<file path="config.mk">
export PLATFORM = sky130hd
export DESIGN_NAME = drac_pcr_bridge
export DESIGN_NICKNAME = d
export VERILOG_FILES = /design/src/rtl/drac_pkg.sv /design/src/rtl/pcr_timeout_timer.sv /design/src/rtl/drac_pcr_bridge.sv
export SDC_FILE = /design/constraint.sdc
export NUM_CORES = 1
export LEC_CHECK = 0
export ABC_CLOCK_PERIOD_IN_PS = 3400
export CORE_AREA = 3 3 218 220
export CTS_BUF_LIST = sky130_fd_sc_hd__clkbuf_16
export DETAILED_ROUTE_END_ITERATION = 8
export DIE_AREA = 0 0 221 223
export GPL_ROUTABILITY_DRIVEN = 0
export MAX_ROUTING_LAYER = met4
export PLACE_DENSITY = 0.53
export SLEW_MARGIN = 10
export SYNTH_ARGS = -nofsm -noshare
export SYNTH_HDL_FRONTEND = slang
export SYNTH_HIERARCHICAL = 1
export SYNTH_SLANG_ARGS = --single-unit
</file>
<file path="constraint.sdc">
create_clock -name clk_i -period 3.4 [get_ports clk_i]
set_clock_uncertainty 0.05 [all_clocks]
set_input_delay 0.34 -clock clk_i [delete_from_list [all_inputs] [get_ports clk_i]]
set_output_delay 0.34 -clock clk_i [all_outputs]
set_load 0.02 [all_outputs]
</file>
<file path="src/rtl/drac_pkg.sv">
`default_nettype none
// ============================================================================
//  Module      : drac_pkg
//  Description : Shared types and constants for the core-to-PCR-bus bridge.
//  Revision    : 1.0 - initial release
// ============================================================================
package drac_pkg;

  localparam int PCR_ADDR_W = 12;
  localparam int PCR_CMD_W  = 3;
  localparam int PCR_DATA_W = 64;
  localparam int CORE_ID_W  = 64;

  // One captured core request, as it is presented on the bus
  typedef struct packed {
    logic [PCR_ADDR_W-1:0] addr;
    logic [PCR_DATA_W-1:0] data;
    logic [PCR_CMD_W-1:0]  we;
    logic [CORE_ID_W-1:0]  core_id;
  } pcr_req_t;

  // One response as returned to the core
  typedef struct packed {
    logic [PCR_DATA_W-1:0] data;
    logic [CORE_ID_W-1:0]  core_id;
    logic                  err;
  } pcr_resp_t;

  typedef enum logic [1:0] {
    ST_IDLE      = 2'd0,
    ST_REQ       = 2'd1,
    ST_WAIT_RESP = 2'd2,
    ST_RESP      = 2'd3
  } pcr_bridge_state_t;

endpackage
`default_nettype wire

</file>
<file path="src/rtl/pcr_timeout_timer.sv">
`default_nettype none
// ============================================================================
//  Module      : pcr_timeout_timer
//  Description : Response watchdog. Counts enabled cycles from zero and flags
//                the cycle in which the count reaches TIMEOUT_CYCLES-1.
//                TIMEOUT_CYCLES must be at least 2.
//  Revision    : 1.0 - initial release
// ============================================================================
module pcr_timeout_timer #(
  parameter int TIMEOUT_CYCLES = 1024
) (
  input  logic clk_i,
  input  logic rstn_i,
  input  logic clear_i,
  input  logic enable_i,
  output logic expired_o
);

  localparam int                CNT_W  = $clog2(TIMEOUT_CYCLES);
  localparam logic [CNT_W-1:0]  C_LAST = CNT_W'(TIMEOUT_CYCLES - 1);

  logic [CNT_W-1:0] r_count;

  // Cycle counter; clear has priority over enable
  always_ff @(posedge clk_i) begin
    if (!rstn_i) begin
      r_count <= '0;
    end else if (clear_i) begin
      r_count <= '0;
    end else if (enable_i) begin
      r_count <= r_count + CNT_W'(1);
    end
  end

  assign expired_o = enable_i && (r_count == C_LAST);

endmodule
`default_nettype wire

</file>
<file path="src/rtl/drac_pcr_bridge.sv">
`default_nettype none
// ============================================================================
//  Module      : drac_pcr_bridge
//  Description : Single-outstanding bridge from the core PCR request port to
//                the shared tile PCR bus. Filters broadcast responses by core
//                ID, counts unexpected responses, and synthesizes an error
//                response if the bus never answers.
//  Revision    : 1.0 - initial release
// ============================================================================
module drac_pcr_bridge
  import drac_pkg::*;
#(
  parameter int TIMEOUT_CYCLES = 1024,
  parameter int DROP_CNT_W     = 16
) (
  input  logic                  clk_i,
  input  logic                  rstn_i,
  input  logic [63:0]           core_id_i,

  input  logic                  core_req_valid_i,
  output logic                  core_req_ready_o,
  input  logic [11:0]           core_req_addr_i,
  input  logic [63:0]           core_req_data_i,
  input  logic [2:0]            core_req_we_i,

  output logic                  core_resp_valid_o,
  output logic [63:0]           core_resp_data_o,
  output logic [63:0]           core_resp_core_id_o,
  output logic                  core_resp_err_o,

  output logic                  bus_req_valid_o,
  input  logic                  bus_req_ready_i,
  output logic [11:0]           bus_req_addr_o,
  output logic [63:0]           bus_req_data_o,
  output logic [2:0]            bus_req_we_o,
  output logic [63:0]           bus_req_core_id_o,

  input  logic                  bus_resp_valid_i,
  input  logic [63:0]           bus_resp_data_i,
  input  logic [63:0]           bus_resp_core_id_i,

  output logic                  busy_o,
  output logic [DROP_CNT_W-1:0] drop_cnt_o
);

  pcr_bridge_state_t     r_state;
  pcr_req_t              r_req;
  pcr_resp_t             r_resp;
  logic                  r_bus_req_valid;
  logic                  r_core_resp_valid;
  logic [DROP_CNT_W-1:0] r_drop_cnt;

  logic w_in_wait;
  logic w_resp_match;
  logic w_resp_drop;
  logic w_expired;

  // Only a response addressed to the captured ID while waiting is ours;
  // anything else seen on the broadcast bus is counted as dropped.
  assign w_in_wait    = (r_state == ST_WAIT_RESP);
  assign w_resp_match = bus_resp_valid_i && w_in_wait &&
                        (bus_resp_core_id_i == r_req.core_id);
  assign w_resp_drop  = bus_resp_valid_i && !w_resp_match;

  // Timer is held at zero outside WAIT_RESP, so it starts from 0 on the
  // first waiting cycle after the bus handshake.
  pcr_timeout_timer #(
    .TIMEOUT_CYCLES (TIMEOUT_CYCLES)
  ) u_timer (
    .clk_i     (clk_i),
    .rstn_i    (rstn_i),
    .clear_i   (!w_in_wait),
    .enable_i  (w_in_wait),
    .expired_o (w_expired)
  );

  // Transaction FSM with registered request/response payloads
  always_ff @(posedge clk_i) begin
    if (!rstn_i) begin
      r_state           <= ST_IDLE;
      r_req             <= '0;
      r_resp            <= '0;
      r_bus_req_valid   <= 1'b0;
      r_core_resp_valid <= 1'b0;
    end else begin
      r_core_resp_valid <= 1'b0;
      case (r_state)
        ST_IDLE: begin
          if (core_req_valid_i) begin
            r_req <= '{addr:    core_req_addr_i,
                       data:    core_req_data_i,
                       we:      core_req_we_i,
                       core_id: core_id_i};
            r_bus_req_valid <= 1'b1;
            r_state         <= ST_REQ;
          end
        end
        ST_REQ: begin
          if (bus_req_ready_i) begin
            r_bus_req_valid <= 1'b0;
            r_state         <= ST_WAIT_RESP;
          end
        end
        ST_WAIT_RESP: begin
          // A match in the expiry cycle still returns the real bus data
          if (w_resp_match) begin
            r_resp <= '{data:    bus_resp_data_i,
                        core_id: bus_resp_core_id_i,
                        err:     1'b0};
            r_core_resp_valid <= 1'b1;
            r_state           <= ST_RESP;
          end else if (w_expired) begin
            r_resp <= '{data:    64'd0,
                        core_id: r_req.core_id,
                        err:     1'b1};
            r_core_resp_valid <= 1'b1;
            r_state           <= ST_RESP;
          end
        end
        ST_RESP: begin
          r_state <= ST_IDLE;
        end
        default: begin
          r_state <= ST_IDLE;
        end
      endcase
    end
  end

  // Saturating count of responses that were not for the pending request
  always_ff @(posedge clk_i) begin
    if (!rstn_i) begin
      r_drop_cnt <= '0;
    end else if (w_resp_drop && (r_drop_cnt != '1)) begin
      r_drop_cnt <= r_drop_cnt + DROP_CNT_W'(1);
    end
  end

  assign core_req_ready_o    = (r_state == ST_IDLE);
  assign busy_o              = (r_state != ST_IDLE);

  assign core_resp_valid_o   = r_core_resp_valid;
  assign core_resp_data_o    = r_resp.data;
  assign core_resp_core_id_o = r_resp.core_id;
  assign core_resp_err_o     = r_resp.err;

  assign bus_req_valid_o     = r_bus_req_valid;
  assign bus_req_addr_o      = r_req.addr;
  assign bus_req_data_o      = r_req.data;
  assign bus_req_we_o        = r_req.we;
  assign bus_req_core_id_o   = r_req.core_id;

  assign drop_cnt_o          = r_drop_cnt;

endmodule
`default_nettype wire

</file>
After elaboration in Yosys (flattened, before gate mapping)
Index checks and enable logic that the tools add are counted.
- output and inout bits: 292
- input bits: 276
- register bits: 302
- logic and storage cells: 50
- equal/unequal tests: 9
- mux-type cells: 12
- $add $sub $neg: 2
- reductions and logical operators: 15
- operators with widths (kind ; number):
    2-to-1 mux 129 bit ; 2
    == test 64 bit ; 1
    adder 16 x 1 -> 16 bit (second input constant) ; 1
    inequality test 16 bit (second input constant) ; 1
    adder 10 x 1 -> 10 bit (second input constant) ; 1
    == test 10 bit (second input constant) ; 1
    2-to-1 mux 2 bit ; 4
    one-hot mux 2 bit (4 select lines) ; 1
    AND reduction 2 bit ; 3
    AND reduction 3 bit ; 2
    nonzero test 2 bit ; 3
    logical AND 1 bit ; 5
    == test 2 bit (second input constant) ; 2
    2-to-1 mux 1 bit ; 4
    inequality test 2 bit (second input constant) ; 2
    inequality test 3 bit (second input constant) ; 1
    == test 2 x 1 -> 1 bit (second input constant) ; 1
    zero test 2 bit ; 1
    one-hot mux 1 bit (2 select lines) ; 1
    zero test 1 bit ; 1

Logic depth before layout (Yosys ltp)
- depth after elaboration: 6
- depth in mapped cells: 10
- mapped depth without buffers: 8

Modules after synthesis
Netlist, hierarchy kept.
- modules (own cells, without submodules) (module ; sequential area each (um2) ; times used ; cells each ; area an instance (um2)):
    drac_pcr_bridge ; 5845.6 ; 1 ; 1279 ; 11219.5
    pcr_timeout_timer ; 200.2 ; 1 ; 52 ; 462.9

Least setup slack after synthesis
Ideal clock, no wire load.
- path type: register -> register
- start point: register r_req, in the netlist bus_req_core_id_o[38]
- end point: register r_resp, in the netlist core_resp_data_o[29]
- data arrival time: 2.297 ns
- cell stages (with the launch flop): 10
- buffers on the path: 2
- path slack: 0.936 ns
- cell sequence: dfxtp_1 > xor2_1 > nor4_1 > nand4_1 > or4_4 > nor2_4 > o21ai_2 > buf_6 > buf_2 > a32o_1
- longest elaborated chain between the ends: 4
- elaborated cells between the ends (all ways): 5
- those cells by class: eq/ne: 1; mux: 1; reduce/logical: 3
- ends and longest elaborated chain (element ; RTL line ; source):
    start, declared ; drac_pcr_bridge.sv:47 ; pcr_req_t r_req;
    start signal, assigned ; drac_pcr_bridge.sv:90 ; r_req <= '{addr: core_req_addr_i,
    == test 64 bit (*) ; drac_pcr_bridge.sv:62 ; (bus_resp_core_id_i == r_req.core_id);
    logical AND 1 bit (*) ; drac_pcr_bridge.sv:61 ; assign w_resp_match = bus_resp_valid_i && w_in_wait &&
    nonzero test 2 bit (no source line) ; n/a ;
    AND reduction 2 bit (no source line) ; n/a ;
    end signal, assigned ; drac_pcr_bridge.sv:107 ; r_resp <= '{data: bus_resp_data_i,
    end signal, assigned ; drac_pcr_bridge.sv:113 ; r_resp <= '{data: 64'd0,
    end, declared ; drac_pcr_bridge.sv:48 ; pcr_resp_t r_resp;
Every way passes the cells marked *; elsewhere a longest branch is shown, timed or not.
A chain may end at the register's enable or synchronous reset.

Worst setup path in the final report
- start point: register r_req, in the netlist bus_req_core_id_o[54]
- end point: register r_drop_cnt[11] (netlist: drop_cnt_o[11])
- longest elaborated chain between the ends: 5
- ends and longest elaborated chain (element ; RTL line ; source):
    == test 64 bit ; drac_pcr_bridge.sv:62 ;
    logical AND 1 bit ; drac_pcr_bridge.sv:61 ;
    zero test 1 bit ; drac_pcr_bridge.sv:63 ; assign w_resp_drop = bus_resp_valid_i && !w_resp_match;
    logical AND 1 bit ; drac_pcr_bridge.sv:63 ;
    logical AND 1 bit ; drac_pcr_bridge.sv:134 ; end else if (w_resp_drop && (r_drop_cnt != '1)) begin
    end signal, assigned ; drac_pcr_bridge.sv:135 ; r_drop_cnt <= r_drop_cnt + DROP_CNT_W'(1);
    end, declared ; drac_pcr_bridge.sv:51 ; logic [DROP_CNT_W-1:0] r_drop_cnt;
No other way between the ends.

==> results.md <==
- Status: finished, final reports clean
- Max clock buf depth: 3
- Gr ovfl total: 0
- Max rail drop VDD: 347 uV
- Ys flop type: dfxtp_1
- Max_cap viols: 0
- Layout area overhead: 64.0%
- First-pass detailed-route iteration total: 5
- Post-CTS resize count: 0
- Max-slew headroom at the worst pin: 0.471
- Core Area: 0.0455 sq mm
- GRT Util Overall: 0.196
- Worst slew pin tran: 0.794 ns
- Setup Buffers After CTS: 0
- Number of remaining DRC errors: 0
- Top post-synthesis cells by area: dfxtp_1, nand2_1, a21oi_1, mux2i_1, a32o_1
- IO buf count: 567
- P_leak: 7.31 nW
- Final Hold Slack: 0.162 ns
- Hpwl dp: 36.9 mm
- Worst-Skew Late Latency: 0.54 ns
- Clock Sink Count: 302
- Setup Crit Path Kind: reg2reg
- Most frequent cell after synthesis: nand2_1
- WP data arrival: 3.49 ns
- Setup ws final: 0.287 ns
- I/O pin cnt: 568
- CTS Buf Count: 37
- CP startpoint kind: register
- Top cell type's share of synthesized area: 0.518
- CP required: 3.78 ns
- Chip Width: 221 microns
- Area leader, netlist: dfxtp_1
- Initial antenna violation count: 3
- Nets: 2146
- Synth async-reset ratio: 0
- Detail-routed net length per standard cell: 19.7 microns
- Total number of vias: 11383
- Share of layout cells above drive strength 1: 0.0481
- CTS H-Tree Depth: 2
- Commonest cells post-synth: nand2_1, dfxtp_1, a21oi_1
- Post-DRT Antenna Nets: 0
- Largest net degree at the start of global routing: 87
- Die ar.: 0.0493 sq mm
- PD cells: 560 mW/mm^2
- Post-Syn Nets: 1612
- Die height: 223 microns
- Cts hold-fix bufs: 0
- Yosys cell types: 49
- Initial Utilization: 0.257
- Post-Syn Instances: 1331
- Fmax: 0.321 GHz
- First-pass GRT wire length: 72.2 mm
- Post-synthesis register bit count: 302
- Min Tclk post-route: 3.11 ns
- Final setup vio count: 0
- Final hold vios: 0
- Final WL: 49.3 mm
- Vias per Instance: 4.56
- Clock transition at path regs: 0.06 ns
- Setup crit end kind: register
- RSZ-0062 raised after global routing: no
- # rows: 78
- Yosys warns: 6
- Max Slew Vio Count: 0
- Part of the cycle the worst path needs: 0.915
- EDFF count, synth: 0
- Worst min path class: in2reg
- Critical path peak fanout: 29
- Vias in the first global route: 11274
- Syn Std Cell Area: 0.0117 sq mm
- Worst slack at placement: -0.274 ns
- Synth Area per Inst: 8.78 sq um
- Root Buffer Master: clkbuf_16
- Sequential area share after synthesis: 0.518
- CTS tree: done
- DR iter-0 viols: 525
==> routing by layer <==
metal  up-vias  GRT usage  part of all wire
met3        49     0.0617             0.074
met4         0     0.0534             0.020
met2       354      0.331              0.49
li1       5613          -                 -
met5         -          -                 0
met1      5367      0.224              0.41
==> power breakdown <==
part | switching [mW] | internal, mW | leakage (nW) | total, mW
clock | 1.53 | 2.14 | 0.603 | 3.67
sequential | 0.317 | 3.87 | 2.45 | 4.19
combinational | 1.62 | 1.25 | 4.25 | 2.87
total | 3.47 | 7.26 | 7.31 | 10.7
==> through the flow <==
step	setup TNS, ns	utilization	power (mW)	cell area (sq um)	cells
after global routing	0	0.421	11.3	19200	2496
final	0	0.421	10.7	19200	2496
after floorplan	0	-	5.60	11700	1331
after detailed placement	-20.82	0.396	7.19	18000	2426
after CTS	0	0.421	10.9	19100	2493
after global placement	-27.25	0.396	7.17	18000	2426
==> state kept, by name, summed over array words and instances (netlist names) <==
register / flops
r_state: 2
bus_req_we_o: 3
bus_req_core_id_o: 64
core_resp_valid_o: 1
bus_req_addr_o: 12
bus_req_valid_o: 1
core_resp_core_id_o: 64
drop_cnt_o: 16
core_resp_data_o: 64
core_resp_err_o: 1
u_timer/r_count: 10
bus_req_data_o: 64
==> critical path: stages (launching register included) <==
cell and delay (ns):
dfxtp_1 0.50, xor2_1 0.15, nor4_2 0.51, buf_4 0.20, nand4_1 0.12, or4_4 0.59, buf_4 0.18, o21ai_2 0.23
buf_12 0.20, nor4_1 0.07, o21a_1 0.19
==> cells in the final DEF, fill, tap and decap left out, types with 15 or more instances in the layout <==
| cell type | count |
|---|---|
| mux2i_1 | 69 |
| inv_1 | 31 |
| buf_4 | 22 |
| nand2_1 | 430 |
| dfxtp_1 | 302 |
| xnor2_1 | 15 |
| nor4_1 | 15 |
| a21oi_1 | 161 |
| clkbuf_16 | 39 |
| xor2_1 | 44 |
| clkdlybuf4s50_1 | 566 |
| a32o_1 | 64 |
==> final cells by class <==
class | count | area [sq um]
diodes | 3 | 7.51
clock inverters | 28 | 144
fillers | 4590 | 26300
well taps | 600 | 751
clock buffers | 39 | 976
repair buffers | 597 | 6000
inverters | 19 | 73.8
multi-input cells | 908 | 5160
flip-flops and latches | 302 | 6050
==> final timing paths <==
path	from	slack [ns]	end	cells past startpoint
min reg2reg	bus_req_we_o[0]	0.40	bus_req_we_o[0]	2
min	rstn_i	0.16	core_resp_core_id_o[5]	3
max	bus_req_core_id_o[54]	0.29	drop_cnt_o[11]	10
max reg2reg	bus_req_core_id_o[54]	0.29	drop_cnt_o[11]	10
==> logic make-up after synthesis <==
group	after synthesis	synth area share
simple gates	512	0.183
flops	302	0.518
compound gates	263	0.148
buf+inv	121	0.0433
mux	69	0.0591
xor+xnor	59	0.0442
fa+ha+maj	5	0.00536
No activity file was read; power rests on OpenSTA's default activity.
